## config.mk

```make
export PLATFORM = sky130hd
export DESIGN_NAME = slice_sequencer
export DESIGN_NICKNAME = d
export VERILOG_FILES = /design/src/rtl/slicer_pkg.sv /design/src/rtl/slice_meas_pacer.sv /design/src/rtl/slice_sequencer.sv
export SDC_FILE = /design/constraint.sdc
export NUM_CORES = 1
export LEC_CHECK = 0
export BUFFER_PORTS_ARGS = -buffer_cell sky130_fd_sc_hd__buf_2
export CAP_MARGIN = 20
export CORE_MARGIN = 3
export CORE_UTILIZATION = 28
export DETAILED_ROUTE_END_ITERATION = 10
export PLACE_DENSITY = 0.44
export SYNTH_ARGS = -nofsm -noshare
export SYNTH_HDL_FRONTEND = slang
export SYNTH_HIERARCHICAL = 1
export SYNTH_SLANG_ARGS = --single-unit
```

## constraint.sdc

```tcl
create_clock -name clk -period 6.79 [get_ports clk]
set_input_delay 0.679 -clock clk [delete_from_list [all_inputs] [get_ports clk]]
set_output_delay 0.679 -clock clk [all_outputs]
set_load 0.01 [all_outputs]
```

## src/rtl/slicer_pkg.sv

```systemverilog
// Shared types and helpers for the slicer sequencer: state and pacer
// encodings, error causes, datapath widths and the slice-target helper.
package slicer_pkg;

   localparam int DIST_W  = 17;
   localparam int SLICE_W = 5;
   localparam int PROD_W  = DIST_W + SLICE_W + 1;

   typedef logic [DIST_W-1:0] dist_t;

   typedef enum logic [3:0] {
      S_IDLE   = 4'd0,
      S_REF    = 4'd1,
      S_ADV    = 4'd2,
      S_SETTLE = 4'd3,
      S_CUT    = 4'd4,
      S_CUTW   = 4'd5,
      S_RET    = 4'd6,
      S_DONE   = 4'd7,
      S_ERR    = 4'd8
   } state_t;

   // Pacer phases: PEND means a request is owed as soon as pause lifts.
   typedef enum logic [1:0] {
      P_OFF  = 2'd0,
      P_WAIT = 2'd1,
      P_GAP  = 2'd2,
      P_PEND = 2'd3
   } pacer_phase_t;

   localparam logic [1:0] ERR_RANGER = 2'd1;
   localparam logic [1:0] ERR_RANGE  = 2'd2;
   localparam logic [1:0] ERR_CUT    = 2'd3;

   typedef struct packed {
      logic  bad;
      dist_t tgt;
   } target_t;

   // Target for slice number k: ref_d - thick*k. Flags a borrow or a
   // target closer than min_dist as unusable.
   function automatic target_t calc_target(input dist_t ref_d,
                                           input logic [SLICE_W:0] k,
                                           input dist_t thick,
                                           input dist_t min_dist);
      logic [PROD_W-1:0] step;
      target_t           r;
      step  = {{(SLICE_W+1){1'b0}}, thick} * {{DIST_W{1'b0}}, k};
      r.bad = step > {{(SLICE_W+1){1'b0}}, ref_d};
      r.tgt = ref_d - step[DIST_W-1:0];
      if (r.tgt < min_dist) r.bad = 1'b1;
      return r;
   endfunction

endpackage

```

## src/rtl/slice_meas_pacer.sv

```systemverilog
// Ranger pacer: issues one-cycle requests, waits for the answer with a
// timeout, retries twice, and spaces requests by a fixed idle gap.
module slice_meas_pacer
   import slicer_pkg::*;
#(
   parameter int unsigned MEAS_GAP     = 3_000_000,
   parameter int unsigned MEAS_TIMEOUT = 2_000_000
) (
   input  logic              clk,
   input  logic              rst,
   input  logic              run,
   input  logic              kick,
   input  logic              hold,
   input  logic              meas_valid,
   input  logic [DIST_W-1:0] distance,
   output logic              meas_req,
   output logic              rd_valid,
   output logic [DIST_W-1:0] rd_dist,
   output logic              rd_fail
);

   localparam int unsigned LONGEST = (MEAS_GAP > MEAS_TIMEOUT) ? MEAS_GAP : MEAS_TIMEOUT;
   localparam int          TW      = $clog2(LONGEST + 1);
   localparam logic [TW-1:0] GAP_LAST = TW'(MEAS_GAP - 1);
   localparam logic [TW-1:0] TO_LAST  = TW'(MEAS_TIMEOUT - 1);

   pacer_phase_t phase;
   logic [TW-1:0] timer;
   logic [1:0]    retries;
   logic          expire;

   // Readings and the final timeout reach the sequencer in the same cycle.
   always_comb begin
      // NOTE: every combinational output is given a value first, so no path leaves it unassigned and no latch is inferred.
      rd_valid = 1'b0;
      expire   = 1'b0;
      rd_dist  = distance;
      if (run && !hold && phase == P_WAIT) begin
         rd_valid = meas_valid;
         expire   = !meas_valid && (timer == TO_LAST);
      end
      rd_fail = expire && (retries == 2'd2);
   end

   // Request/wait/gap cycle; frozen while held, restarted by kick.
   always_ff @(posedge clk) begin
      if (rst) begin
         phase    <= P_OFF;
         timer    <= '0;
         retries  <= '0;
         meas_req <= 1'b0;
      end else begin
         meas_req <= 1'b0;
         if (kick) begin
            retries <= '0;
            timer   <= '0;
            if (hold) begin
               phase <= P_PEND;
            end else begin
               phase    <= P_WAIT;
               meas_req <= 1'b1;
            end
         end else if (!run) begin
            phase <= P_OFF;
         end else if (hold) begin
            // A reading that lands during pause is dropped and re-requested.
            if (phase == P_WAIT && meas_valid) phase <= P_PEND;
         end else begin
            case (phase)
               P_PEND: begin
                  meas_req <= 1'b1;
                  phase    <= P_WAIT;
                  timer    <= '0;
               end
               P_WAIT: begin
                  if (meas_valid) begin
                     retries <= '0;
                     phase   <= P_GAP;
                     timer   <= '0;
                  end else if (timer == TO_LAST) begin
                     if (retries == 2'd2) begin
                        phase <= P_OFF;
                     end else begin
                        retries <= retries + 2'd1;
                        phase   <= P_GAP;
                        timer   <= '0;
                     end
                  end else begin
                     timer <= timer + 1'b1;
                  end
               end
               P_GAP: begin
                  if (timer == GAP_LAST) begin
                     meas_req <= 1'b1;
                     phase    <= P_WAIT;
                     timer    <= '0;
                  end else begin
                     timer <= timer + 1'b1;
                  end
               end
               default: ;
            endcase
         end
      end
   end

endmodule

```

## src/rtl/slice_sequencer.sv

```systemverilog
// Multi-slice sequencer: references the ranger, steps the track one slice
// thickness at a time under distance feedback, cuts, then returns home.
module slice_sequencer
   import slicer_pkg::*;
#(
   parameter int unsigned THICK        = 40,
   parameter int unsigned TOL          = 4,
   parameter int unsigned STABLE_N     = 3,
   parameter int unsigned MIN_DIST     = 20,
   parameter int unsigned MEAS_GAP     = 3_000_000,
   parameter int unsigned MEAS_TIMEOUT = 2_000_000,
   parameter int unsigned CUT_TIMEOUT  = 50_000_000
) (
   input  logic               clk,
   input  logic               rst,
   input  logic               start_i,
   input  logic               pause_i,
   input  logic [SLICE_W-1:0] slice_num_i,
   output logic               meas_req_o,
   input  logic               meas_valid_i,
   input  logic [DIST_W-1:0]  distance_i,
   output logic               move_o,
   output logic               back_o,
   output logic               cut_o,
   input  logic               cut_end_i,
   output logic               busy_o,
   output logic               finish_o,
   output logic               err_o,
   output logic [1:0]         err_code_o,
   output logic [SLICE_W-1:0] done_cnt_o,
   output logic [3:0]         state_o
);

   localparam int CW = $clog2(CUT_TIMEOUT + 1);
   localparam int SW = $clog2(STABLE_N + 1);
   localparam logic [CW-1:0]   CUT_LAST    = CW'(CUT_TIMEOUT - 1);
   localparam logic [SW-1:0]   STABLE_LAST = SW'(STABLE_N - 1);
   localparam dist_t           THICK_D     = DIST_W'(THICK);
   localparam dist_t           MIN_D       = DIST_W'(MIN_DIST);
   localparam logic [DIST_W:0] TOL_W       = (DIST_W+1)'(TOL);

   state_t             state;
   dist_t              ref_d;
   dist_t              tgt;
   logic [SLICE_W-1:0] slice_cnt;
   logic [SW-1:0]      stable;
   logic [CW-1:0]      cut_timer;

   logic               rd_valid;
   logic               rd_fail;
   dist_t              rd_dist;
   logic               measuring;
   logic               start_ok;
   logic               last_cut;
   logic               kick;
   logic               above;
   logic               below;
   logic               home;
   target_t            ref_tgt;
   target_t            next_tgt;

   // Distance comparisons, next-target arithmetic and the pacer restart.
   always_comb begin
      measuring = state inside {S_REF, S_ADV, S_SETTLE, S_RET};
      start_ok  = (state == S_IDLE || state == S_DONE) && start_i && !pause_i;
      last_cut  = (done_cnt_o + 1'b1) == slice_cnt;
      ref_tgt   = calc_target(rd_dist, (SLICE_W+1)'(1), THICK_D, MIN_D);
      next_tgt  = calc_target(ref_d, {1'b0, done_cnt_o} + (SLICE_W+1)'(2), THICK_D, MIN_D);
      above     = {1'b0, rd_dist} > {1'b0, tgt} + TOL_W;
      below     = {1'b0, rd_dist} + TOL_W < {1'b0, tgt};
      home      = {1'b0, rd_dist} + TOL_W >= {1'b0, ref_d};
      kick      = (start_ok && slice_num_i != '0) ||
                  (state == S_CUTW && cut_end_i && (last_cut || !next_tgt.bad));
   end

   slice_meas_pacer #(
      .MEAS_GAP     (MEAS_GAP),
      .MEAS_TIMEOUT (MEAS_TIMEOUT)
   ) u_pacer (
      .clk        (clk),
      .rst        (rst),
      .run        (measuring),
      .kick       (kick),
      .hold       (pause_i),
      .meas_valid (meas_valid_i),
      .distance   (distance_i),
      .meas_req   (meas_req_o),
      .rd_valid   (rd_valid),
      .rd_dist    (rd_dist),
      .rd_fail    (rd_fail)
   );

   // Moves to state s and registers every output that depends on it.
   task automatic enter(input state_t s);
      // NOTE: non-blocking throughout the sequential path, so every decision this cycle sees the pre-edge values.
      state   <= s;
      state_o <= s;
      busy_o  <= !(s inside {S_IDLE, S_DONE, S_ERR});
      move_o  <= (s == S_ADV) && !pause_i;
      back_o  <= (s == S_RET) && !pause_i;
   endtask

   task automatic fail(input logic [1:0] code);
      enter(S_ERR);
      err_o      <= 1'b1;
      err_code_o <= code;
   endtask

   // Sequencer FSM with registered outputs.
   always_ff @(posedge clk) begin
      if (rst) begin
         state      <= S_IDLE;
         state_o    <= '0;
         busy_o     <= 1'b0;
         move_o     <= 1'b0;
         back_o     <= 1'b0;
         cut_o      <= 1'b0;
         finish_o   <= 1'b0;
         err_o      <= 1'b0;
         err_code_o <= '0;
         done_cnt_o <= '0;
         slice_cnt  <= '0;
         ref_d      <= '0;
         tgt        <= '0;
         stable     <= '0;
         cut_timer  <= '0;
      end else begin
         cut_o <= 1'b0;
         enter(state);
         case (state)
            S_IDLE, S_DONE: begin
               if (start_ok) begin
                  slice_cnt  <= slice_num_i;
                  done_cnt_o <= '0;
                  if (slice_num_i == '0) begin
                     finish_o <= 1'b1;
                     enter(S_DONE);
                  end else begin
                     finish_o <= 1'b0;
                     enter(S_REF);
                  end
               end
            end
            S_REF: begin
               if (rd_fail) begin
                  fail(ERR_RANGER);
               end else if (rd_valid) begin
                  ref_d <= rd_dist;
                  if (ref_tgt.bad) begin
                     fail(ERR_RANGE);
                  end else begin
                     tgt <= ref_tgt.tgt;
                     enter(S_ADV);
                  end
               end
            end
            S_ADV: begin
               if (rd_fail) begin
                  fail(ERR_RANGER);
               end else if (rd_valid && !above) begin
                  if (below) begin
                     fail(ERR_RANGE);
                  end else begin
                     stable <= SW'(1);
                     enter(S_SETTLE);
                  end
               end
            end
            S_SETTLE: begin
               if (rd_fail) begin
                  fail(ERR_RANGER);
               end else if (rd_valid) begin
                  if (above) begin
                     enter(S_ADV);
                  end else if (below) begin
                     fail(ERR_RANGE);
                  end else if (stable == STABLE_LAST) begin
                     enter(S_CUT);
                  end else begin
                     stable <= stable + 1'b1;
                  end
               end
            end
            S_CUT: begin
               if (!pause_i) begin
                  cut_o     <= 1'b1;
                  cut_timer <= '0;
                  enter(S_CUTW);
               end
            end
            S_CUTW: begin
               // The cut stroke is mechanical, so it completes even under pause.
               if (cut_end_i) begin
                  done_cnt_o <= done_cnt_o + 1'b1;
                  if (last_cut) begin
                     enter(S_RET);
                  end else if (next_tgt.bad) begin
                     fail(ERR_RANGE);
                  end else begin
                     tgt <= next_tgt.tgt;
                     enter(S_ADV);
                  end
               end else if (cut_timer == CUT_LAST) begin
                  fail(ERR_CUT);
               end else begin
                  cut_timer <= cut_timer + 1'b1;
               end
            end
            S_RET: begin
               if (rd_fail) begin
                  fail(ERR_RANGER);
               end else if (rd_valid && home) begin
                  finish_o <= 1'b1;
                  enter(S_DONE);
               end
            end
            S_ERR: ;
            default: enter(S_IDLE);
         endcase
      end
   end

endmodule

```

==> run_results.csv, run 1 <==
group,metric,value,unit
power_and_ir_drop,p_per_area,222,nW/um2
global_routing,grt_pass1_wl,42.0,mm
clock_network,ctsLongestPathBuffers,2,
worst_hold_path,holdCritPathClass,"reg2reg",
sta,layout_worst_path_cycle_share,88.1,%
placement,port-buffer-count,45,
route,dr.pass1.iters,4,
placement,placed_cells_incl_taps,1518,
sta,fmax,0.167,GHz
route,avgRoutedWirePerCell,16.9,um
finish,mostFrequentLayoutCell,"sky130_fd_sc_hd__nor2_1",
setup_path,timing.critical_path.from_type,"flip-flop",
finish,n_antenna_cell,0,
setup_path,worst-r2r-cell-count,26,
synth,syn-instance-count,1129,
route,total_via_count_after_detailed_routing,7774,
setup_path,critical_path.reg2reg.startpoint,"done_cnt_o[1]",
sta,setup_slack,807,ps
synth,number_of_synthesized_register_bits,111,
clock_network,cts_sink_cnt,111,
worst_hold_path,worstHoldStart,"ref_d[3]",
synth,mappedNetlistNets,1238,
die,die_w,183,um
die,core,30700,um2
job,max_cap_violations,0,
synth,fraction_of_the_mapped_netlist_area_in_adder_cells,11.8,%
setup_path,worstPathArrival,6210,ps
die,die_h,183,um
setup_path,cp_max_fo,8,
finish,syn_to_final_growth,8.81,%
sta,grt_setup_unrepaired,"false",
finish,layout_common_cells,"sky130_fd_sc_hd__nor2_1 (119), sky130_fd_sc_hd__dfxtp_1 (111), sky130_fd_sc_hd__nand2_1 (107)",
route,drt_wl_total,26.0,mm
sta,finalSetupTns,0,ps
synth,synth.mux.area_fraction,1.61,%
global_routing,grt_pass1_vias,7564,
clock_network,clock-root-buffer,"sky130_fd_sc_hd__clkbuf_16",
setup_path,critPathCaptureType,"flip-flop",
clock_network,clock_insertion_delay_worst_skew,370,ps
synth,post_synthesis_compound_gate_area_fraction,17.0,%
sta,worst_clock_skew,18.4,ps
clock_network,number_of_h_tree_branching_levels,3,
clock_network,cts-buffers-inserted,9,
synth,number_of_synthesized_flops_with_an_enable_pin,0,
sta,report.final.hold_viol_count,0,
power_and_ir_drop,power.leakage,3.55,nW
synth,synth-async-reset-ratio,0,%
global_routing,grt_start_max_net_pins,63,
power_and_ir_drop,vdd.ir_drop.worst,0.000136,V
synth,synth_xor_area_share,9.78,%
sta,setup_viol,0,
placement,place.detailed.hpwl,19.9,mm
placement,gp_congestion,0.762,
synth,postSynthAreaPerCell,7.78,um2
finish,stdcell_count,1535,
clock_network,holdBufCountCts,0,
finish,count_of_nets_after_finishing,1243,
status,run_status,"complete, no violations",
die,initial_core_util,28.5,%
clock_network,clk_transition_reported_paths,100,ps
setup_path,worstSetupStartpoint,"done_cnt_o[1]",
synth,synth-simple-area-share,27.4,%
placement,minimum_setup_slack_after_placement,636,ps
route,vias_per_cell,5.06,
clock_network,cts_post_setup_buffers_inserted,0,
global_routing,gr-usage-all-layers,15.6,%
sta,hold_ws,470,ps
die,row_count,64,
synth,synth-main-ff-cell,"sky130_fd_sc_hd__dfxtp_1",
die,die_area,33500,um2
global_routing,grt_antenna_before_repair,1,
global_routing,overflow,0,
sta,max_slew.worst_pin.slew,882,ps
sta,slew-limit-headroom,41.0,%
synth,synth_area,8780,um2
synth,yosysUniqueCellTypes,89,
die,io-pin-count,46,
setup_path,worstSetupPathType,"reg2reg",
setup_path,timing.critical_path.required,7020,ps
synth,synth_seq_area_share,25.3,%
worst_hold_path,whs_path_depth,2,
sta,number_of_slew_limit_violations_in_the_final_report,0,
synth,dominant_combinational_cell_family_by_area_after_synthesis,"simple AND/OR/NAND/NOR gates",
synth,ys_warn_count,6,
finish,layout-drive-gt1-share,9.83,%
route,violation_count_after_the_first_detailed_routing_iteration,449,
route,final_antenna_net_count,0,
sta,post-route-min-period,5980,ps
route,route.detailed.drc,0,
clock_network,tritoncts,"yes",
state kept, by name (all words and copies together), names as in the netlist:
name and cells:
back_o 1, busy_o 1, cut_o 1, cut_timer 26, done_cnt_o 5, err_code_o 2, err_o 1, finish_o 1
move_o 1, ref_d 17, slice_cnt 5, stable 2, state 4, tgt 17, u_pacer/meas_req 1, u_pacer/phase 2
u_pacer/retries 2, u_pacer/timer 22
worst paths after layout:
kind | endpoint | slack (ps)
min | ref_d[3] | 470
max reg2reg | u_pacer/phase[1] | 810
min reg2reg | ref_d[3] | 470
max | u_pacer/phase[1] | 810
what timing repair did:
| item | CTS | global route |
|---|---|---|
| endpoints found under the hold margin | 0 | 0 |
| endpoints found under the setup margin | 0 | 4 |
| gates resized for setup | 0 | 2 |
layer usage:
metal	track usage (%)	wire length [um]
met2	24.5	11300
met1	22.9	13700
met5	0	0
met4	3.75	345
met3	1.69	728
worst max-delay path: stages, from the launching register on:
cell and delay, ps:
sky130_fd_sc_hd__dfxtp_1 460, sky130_fd_sc_hd__ha_1 260, sky130_fd_sc_hd__xor2_1 310, sky130_fd_sc_hd__ha_1 300, sky130_fd_sc_hd__ha_1 210, sky130_fd_sc_hd__inv_1 70, sky130_fd_sc_hd__fa_1 190, sky130_fd_sc_hd__inv_1 50
sky130_fd_sc_hd__a21oi_1 180, sky130_fd_sc_hd__nor2_1 60, sky130_fd_sc_hd__nor2_1 110, sky130_fd_sc_hd__a21oi_1 60, sky130_fd_sc_hd__xnor2_1 170, sky130_fd_sc_hd__ha_1 370, sky130_fd_sc_hd__a21oi_2 260, sky130_fd_sc_hd__nor3b_1 280
sky130_fd_sc_hd__a22oi_1 170, sky130_fd_sc_hd__a221oi_1 470, sky130_fd_sc_hd__a31oi_1 260, sky130_fd_sc_hd__o21ai_2 320, sky130_fd_sc_hd__nand2_1 260, sky130_fd_sc_hd__inv_1 180, sky130_fd_sc_hd__nand2_1 70, sky130_fd_sc_hd__a311o_1 330
sky130_fd_sc_hd__o211ai_1 160, sky130_fd_sc_hd__mux2i_1 230, sky130_fd_sc_hd__nor2_1 60
cell type report:
class,count,area (um2)
Clock buffer,9,225
Timing Repair Buffer,54,298
Clock inverter,7,86.3
Tap cell,396,495
Fill cell,3357,21200
Inverter,74,278
Multi-Input combinational cell,884,5950
Sequential cell,111,2220
kinds of logic after synthesis:
family / count (synthesis)
DFF: 111
xor gates and xnor gates: 98
buffers and inverters: 134
and+or+nand+nor: 473
AOI/OAI and AO/OA: 217
muxes: 14
adders and majority gates: 82
power by group:
part           total (mW)  internal, mW  switching (mW)
logic               0.765         0.298           0.468
clock network       0.568         0.267           0.301
registers           0.783         0.706          0.0775
synth_stat cells (all sizes together) (33+ instances only):
master / n / area share [%]
xnor2: 56 / 5.6
nand2: 107 / 4.6
nor2: 121 / 5.2
inv: 74 / 3.2
dfxtp: 111 / 25
nand3: 57 / 3.3
xor2: 42 / 4.2
a21oi: 80 / 4.8
ha: 79 / 11
nand4: 33 / 2.4
o21ai: 34 / 2.1
nor3: 42 / 2.5
per-stage QoR:
stage               power (mW)  instance area [um2]  utilization [%]
finish                    2.12                 9550             31.1
global route              2.27                 9550             31.1
CTS                       2.14                 9530             31.0
detailed placement        1.56                 9220             30.0
global placement          1.56                 9220             30.0
floorplan                 1.36                 8780                -
(Power assumes the default switching activity.)
==> run 2, diff against run 1 <==
--- a/config.mk
+++ b/config.mk
@@ -9,6 +9,7 @@
 export CAP_MARGIN = 20
 export CORE_MARGIN = 3
 export CORE_UTILIZATION = 28
+export CTS_BUF_LIST = sky130_fd_sc_hd__clkbuf_2 sky130_fd_sc_hd__clkbuf_4 sky130_fd_sc_hd__clkbuf_8
 export DETAILED_ROUTE_END_ITERATION = 10
 export PLACE_DENSITY = 0.44
 export SYNTH_ARGS = -nofsm -noshare
==> run 2 against run 1 <==
Against the previous run: flip-flop and latch count unchanged; global-route usage hardly changed; core utilization fell by 0.33 points; first-iteration DRC count increased by 1.6%; fmax is essentially flat; highest routed layer unchanged; largest cell class unchanged; sequential power about the same; sequential share of layout area rose by 0.25 points.
==> run_results.csv, run 2 (same netlist as run 1, synthesis figures left out) <==
group,metric,value,unit
setup_path,critPathCaptureType,"flip-flop",
power_and_ir_drop,netSwitchingFraction,41.9,%
finish,mostFrequentLayoutCell,"sky130_fd_sc_hd__nor2_1",
setup_path,cpPeakStageDelay,480,ps
die,die_w,183,um
die,die_h,183,um
route,dr.pass1.iters,5,
die,core,30700,um2
clock_network,cts-buffers-inserted,9,
clock_network,tritoncts,"yes",
placement,placed_cells_incl_taps,1518,
clock_network,holdBufCountCts,0,
placement,port-buffer-count,45,
sta,max_slew.worst_pin.slew,898,ps
power_and_ir_drop,pwr-share-clk,22.1,%
setup_path,timing.critical_path.from_type,"flip-flop",
power_and_ir_drop,report.power.total,1.99,mW
power_and_ir_drop,internal_power,1.15,mW
global_routing,overflow,0,
sta,layout_worst_path_cycle_share,88.1,%
route,vias_per_cell,5.08,
placement,gp_congestion,0.762,
clock_network,clk_transition_reported_paths,150,ps
placement,place.detailed.hpwl,19.9,mm
setup_path,critPathBufInv,3,
die,row_count,64,
power_and_ir_drop,vdd.ir_drop.worst,0.0000909,V
setup_path,dominant_cell_type_by_count_on_the_critical_path,"sky130_fd_sc_hd__ha_1",
power_and_ir_drop,combinationalPowerShare,38.5,%
route,drt_wl_total,26.1,mm
route,violation_count_after_the_first_detailed_routing_iteration,456,
finish,syn_to_final_growth,7.65,%
clock_network,number_of_h_tree_branching_levels,3,
power_and_ir_drop,p_per_area,210,nW/um2
clock_network,ctsLongestPathBuffers,2,
route,total_via_count_after_detailed_routing,7805,
clock_network,clock-root-buffer,"sky130_fd_sc_hd__clkbuf_8",
sta,slew-limit-headroom,39.5,%
power_and_ir_drop,power.leakage,3.51,nW
job,max_cap_violations,0,
global_routing,grt_pass1_vias,7559,
die,initial_core_util,28.5,%
finish,layout_common_cells,"sky130_fd_sc_hd__nor2_1 (119), sky130_fd_sc_hd__dfxtp_1 (111), sky130_fd_sc_hd__nand2_1 (107)",
sta,post-route-min-period,5980,ps
finish,largest_register,"cut_timer",
die,die_area,33500,um2
global_routing,grt_antenna_before_repair,1,
power_and_ir_drop,p_switching,0.834,mW
setup_path,critical_path.reg2reg.startpoint,"done_cnt_o[1]",
placement,minimum_setup_slack_after_placement,636,ps
global_routing,grt_start_max_net_pins,63,
global_routing,grt_pass1_wl,41.9,mm
finish,sequential_cell_area,2220,um2
sta,setup_viol,0,
finish,n_antenna_cell,0,
power_and_ir_drop,pwr-share-seq,39.4,%
sta,finalSetupTns,0,ps
setup_path,critical_path.endpoint,"u_pacer/phase[1]",
finish,stdcell_count,1535,
finish,design_area,9450,um2
finish,layout-drive-gt1-share,9.83,%
setup_path,worstSetupStartpoint,"done_cnt_o[1]",
finish,post-route-util,30.7,%
route,avgRoutedWirePerCell,17.0,um
clock_network,post_cts_resize_count,0,
setup_path,critical_path.slowest_cell,"sky130_fd_sc_hd__dfxtp_1",
sta,hold_ws,475,ps
sta,report.final.hold_viol_count,0,
setup_path,path_delay_family,"compound AO/OA/AOI/OAI gates",
setup_path,reg2reg_to,"u_pacer/phase[1]",
sta,grt_setup_unrepaired,"false",
setup_path,cp_max_fo,8,
clock_network,clock_insertion_delay_worst_skew,410,ps
setup_path,worstSetupPathType,"reg2reg",
finish,multiInputGateArea,5950,um2
finish,max_ffs_per_register,26,
setup_path,timing.critical_path.required,7070,ps
finish,biggestRegsByFlops,"cut_timer (26), u_pacer/timer (22)",
setup_path,r2r_setup_slack,810,ps
sta,worst_clock_skew,29.3,ps
placement,placedInstanceArea,9220,um2
clock_network,cts_sink_cnt,111,
sta,fmax,0.167,GHz
sta,setup_slack,807,ps
route,final_antenna_net_count,0,
sta,number_of_slew_limit_violations_in_the_final_report,0,
global_routing,gr-usage-all-layers,15.5,%
finish,count_of_nets_after_finishing,1243,
route,route.detailed.drc,0,
die,io-pin-count,46,
finish,fillerInstances,3368,
worst_hold_path,holdCritPathClass,"reg2reg",
setup_path,critical_path_cell_count,26,
setup_path,worst-r2r-cell-count,26,
setup_path,worstPathArrival,6260,ps
clock_network,cts_post_setup_buffers_inserted,0,
status,run_status,"complete, no violations",
-- run 2: worst min-delay path: cells and delay by family, from the launching register on --
family | cells | cell delay (ps)
flip-flops | 1 | 330
AO/OA/AOI/OAI | 1 | 60
AND/OR/NAND/NOR | 1 | 50
-- run 2: worst min-delay path by stage --
stage                        start       end  cells past startpoint
final                     ref_d[3]  ref_d[3]                      2
after global placement    ref_d[3]  ref_d[3]                      2
after global routing      ref_d[3]  ref_d[3]                      2
after CTS                 ref_d[3]  ref_d[3]                      2
after floorplan             tgt[0]    tgt[0]                      2
after detailed placement  ref_d[3]  ref_d[3]                      2
-- run 2: area by class of cell --
cell class	count	area share, %
Inverter	74	2.94
Tap cell	396	5.24
Multi-Input combinational cell	884	62.9
Clock buffer	9	1.31
Sequential cell	111	23.5
Timing Repair Buffer	54	3.15
Clock inverter	7	0.914
-- run 2: routing by layer --
layer	part of all wire, %	wire length [um]	track usage, %
met1	53	13700	22.8
met5	0	0	0
met4	1.3	329	3.38
met3	2.9	747	1.84
met2	43	11200	24.5
-- run 2: power groups by stage --
stage / sequential [mW] / combinational (mW) / clock, mW
global route: 0.794 / 0.864 / 0.483
finish: 0.784 / 0.766 / 0.439
floorplan: 0.763 / 0.600 / 0
CTS: 0.784 / 0.769 / 0.461
detailed placement: 0.799 / 0.764 / 0
global placement: 0.799 / 0.763 / 0
==> run 3, diff against run 2 <==
--- a/config.mk
+++ b/config.mk
@@ -8,10 +8,10 @@
 export BUFFER_PORTS_ARGS = -buffer_cell sky130_fd_sc_hd__buf_2
 export CAP_MARGIN = 20
 export CORE_MARGIN = 3
-export CORE_UTILIZATION = 28
+export CORE_UTILIZATION = 64
 export CTS_BUF_LIST = sky130_fd_sc_hd__clkbuf_2 sky130_fd_sc_hd__clkbuf_4 sky130_fd_sc_hd__clkbuf_8
 export DETAILED_ROUTE_END_ITERATION = 10
-export PLACE_DENSITY = 0.44
+export PLACE_DENSITY = 0.84
 export SYNTH_ARGS = -nofsm -noshare
 export SYNTH_HDL_FRONTEND = slang
 export SYNTH_HIERARCHICAL = 1
==> run 3 against run 2 <==
Against the previous run: global-route usage rose by 14 points; combinational power fell by 3.3%; clock power fell by 5.0%; flip-flop and latch count did not move; via count rose by 4.5%; wire length fell by 16%; critical path depth did not move; fmax fell by 1.6%; hold slack got worse by 7.0 ps; clock skew fell by 11 ps; critical path type unchanged; critical endpoint unchanged.
==> run_results.csv, run 3 (same netlist as run 1, synthesis figures left out) <==
group,metric,value,unit
sta,grt_setup_unrepaired,"false",
sta,fmax,0.164,GHz
die,die_w,123,um
global_routing,grt_pass1_wl,35.8,mm
finish,syn_to_final_growth,3.89,%
die,die_h,123,um
route,dr.pass1.iters,5,
clock_network,clk_transition_reported_paths,120,ps
placement,port-buffer-count,45,
clock_network,clock-root-buffer,"sky130_fd_sc_hd__clkbuf_8",
setup_path,critPathCaptureType,"flip-flop",
sta,layout_worst_path_cycle_share,89.6,%
finish,post-route-util,68.3,%
sta,report.final.hold_viol_count,0,
global_routing,grt_antenna_before_repair,0,
route,total_via_count_after_detailed_routing,8157,
global_routing,gr-usage-all-layers,29.2,%
job,max_cap_violations,0,
finish,max_ffs_per_register,26,
global_routing,grt_pass1_vias,7404,
setup_path,critical_path.endpoint,"u_pacer/phase[1]",
setup_path,critPathBufInv,3,
route,violation_count_after_the_first_detailed_routing_iteration,833,
die,io-pin-count,46,
sta,number_of_slew_limit_violations_in_the_final_report,0,
route,vias_per_cell,6.23,
sta,worst_clock_skew,18.2,ps
setup_path,cpPeakStageDelay,510,ps
clock_network,clock_insertion_delay_worst_skew,410,ps
clock_network,cts_sink_cnt,111,
finish,count_of_nets_after_finishing,1238,
setup_path,r2r_setup_slack,710,ps
finish,largest_register,"cut_timer",
sta,slew-limit-headroom,26.1,%
placement,gp_congestion,0.988,
setup_path,critical_path.reg2reg.startpoint,"done_cnt_o[1]",
finish,mostFrequentLayoutCell,"sky130_fd_sc_hd__nor2_1",
setup_path,reg2reg_to,"u_pacer/phase[1]",
die,initial_core_util,65.8,%
sta,max_slew.worst_pin.slew,1100,ps
setup_path,critical_path.slowest_cell,"sky130_fd_sc_hd__a221oi_1",
route,final_antenna_net_count,0,
finish,biggestRegsByFlops,"cut_timer (26), u_pacer/timer (22)",
setup_path,worstSetupPathType,"reg2reg",
setup_path,worstSetupStartpoint,"done_cnt_o[1]",
sta,post-route-min-period,6080,ps
power_and_ir_drop,vdd.ir_drop.worst,0.000187,V
sta,setup_viol,0,
global_routing,overflow,0,
clock_network,ctsLongestPathBuffers,2,
finish,layout-drive-gt1-share,9.35,%
clock_network,cts-buffers-inserted,9,
worst_hold_path,holdCritPathClass,"reg2reg",
die,core,13300,um2
setup_path,timing.critical_path.from_type,"flip-flop",
clock_network,cts_post_setup_buffers_inserted,0,
route,drt_wl_total,21.9,mm
setup_path,worst-r2r-cell-count,26,
setup_path,timing.critical_path.required,7070,ps
route,avgRoutedWirePerCell,16.7,um
power_and_ir_drop,power.leakage,3.46,nW
setup_path,dominant_cell_type_by_count_on_the_critical_path,"sky130_fd_sc_hd__ha_1",
die,row_count,42,
die,die_area,15200,um2
setup_path,critical_path_cell_count,26,
setup_path,cp_max_fo,8,
finish,n_antenna_cell,0,
clock_network,tritoncts,"yes",
global_routing,grt_start_max_net_pins,63,
clock_network,post_cts_resize_count,0,
sta,finalSetupTns,0,ps
clock_network,holdBufCountCts,0,
placement,place.detailed.hpwl,16.5,mm
power_and_ir_drop,p_per_area,212,nW/um2
setup_path,worstPathArrival,6370,ps
setup_path,path_delay_family,"compound AO/OA/AOI/OAI gates",
finish,layout_common_cells,"sky130_fd_sc_hd__nor2_1 (119), sky130_fd_sc_hd__dfxtp_1 (111), sky130_fd_sc_hd__nand2_1 (107)",
clock_network,number_of_h_tree_branching_levels,3,
status,run_status,"complete, no violations",
route,route.detailed.drc,0,
finish,fillerInstances,1141,
-- run 3: cell types whose count changed in the layout (fill, tap and decap cells not counted) --
cell and delta:
sky130_fd_sc_hd__dlymetal6s2s_1 -1, sky130_fd_sc_hd__o21ai_2 -1, sky130_fd_sc_hd__buf_4 -4, sky130_fd_sc_hd__a21oi_2 -1
sky130_fd_sc_hd__a21oi_1 +1, sky130_fd_sc_hd__clkinv_8 -1, sky130_fd_sc_hd__inv_8 +1, sky130_fd_sc_hd__o21ai_1 +1
-- run 3: worst register-to-register path: cells and delay by family (launching register included) --
kind / cells / cell delay (ps)
adder cells (fa/ha/maj): 5 / 1340
buffers and inverters: 3 / 310
AND/OR/NAND/NOR: 6 / 880
XOR/XNOR: 2 / 440
multiplexers: 1 / 230
AO/OA/AOI/OAI: 9 / 2290
flip-flops: 1 / 480
-- run 3: worst min path at each step --
stage               startpoint  endpoint  cells after the start
global route          ref_d[2]  ref_d[2]                      2
finish                ref_d[3]  ref_d[3]                      2
global placement      ref_d[3]  ref_d[3]                      2
floorplan               tgt[0]    tgt[0]                      2
CTS                   ref_d[3]  ref_d[3]                      2
detailed placement    ref_d[3]  ref_d[3]                      2
-- run 3: layer usage --
layer,wire [um],vias to the layer above,track usage [%]
li1,-,4008,-
met1,10000,3787,41.3
met2,9630,321,45.8
met3,1770,41,5.31
met4,430,0,7.82
met5,0,-,0
-- run 3: layout make-up --
cell class	instances	area, um2	area share, %
Clock inverter	7	81.3	0.892
Inverter	74	278	3.05
Timing Repair Buffer	49	255	2.80
Tap cell	176	220	2.41
Clock buffer	9	124	1.36
Multi-Input combinational cell	884	5940	65.1
Sequential cell	111	2220	24.4
-- run 3: per-stage QoR --
stage / setup WS, ps / total power, mW / instances / hold slack [ps] / cell area [um2]
detailed placement: 775 / 1.52 / 1294 / 451 / 8910
CTS: 772 / 1.93 / 1310 / 468 / 9120
finish: 709 / 1.94 / 1310 / 468 / 9120
global route: 87.9 / 2.05 / 1310 / 491 / 9120
floorplan: 1570 / 1.36 / 1129 / 436 / 8780
global placement: 1080 / 1.50 / 1294 / 443 / 8910
-- run 3: power breakdown --
| part | switching [mW] | internal, mW |
|---|---|---|
| logic | 0.450 | 0.291 |
| clock network | 0.268 | 0.149 |
| registers | 0.0720 | 0.706 |
| total | 0.789 | 1.15 |
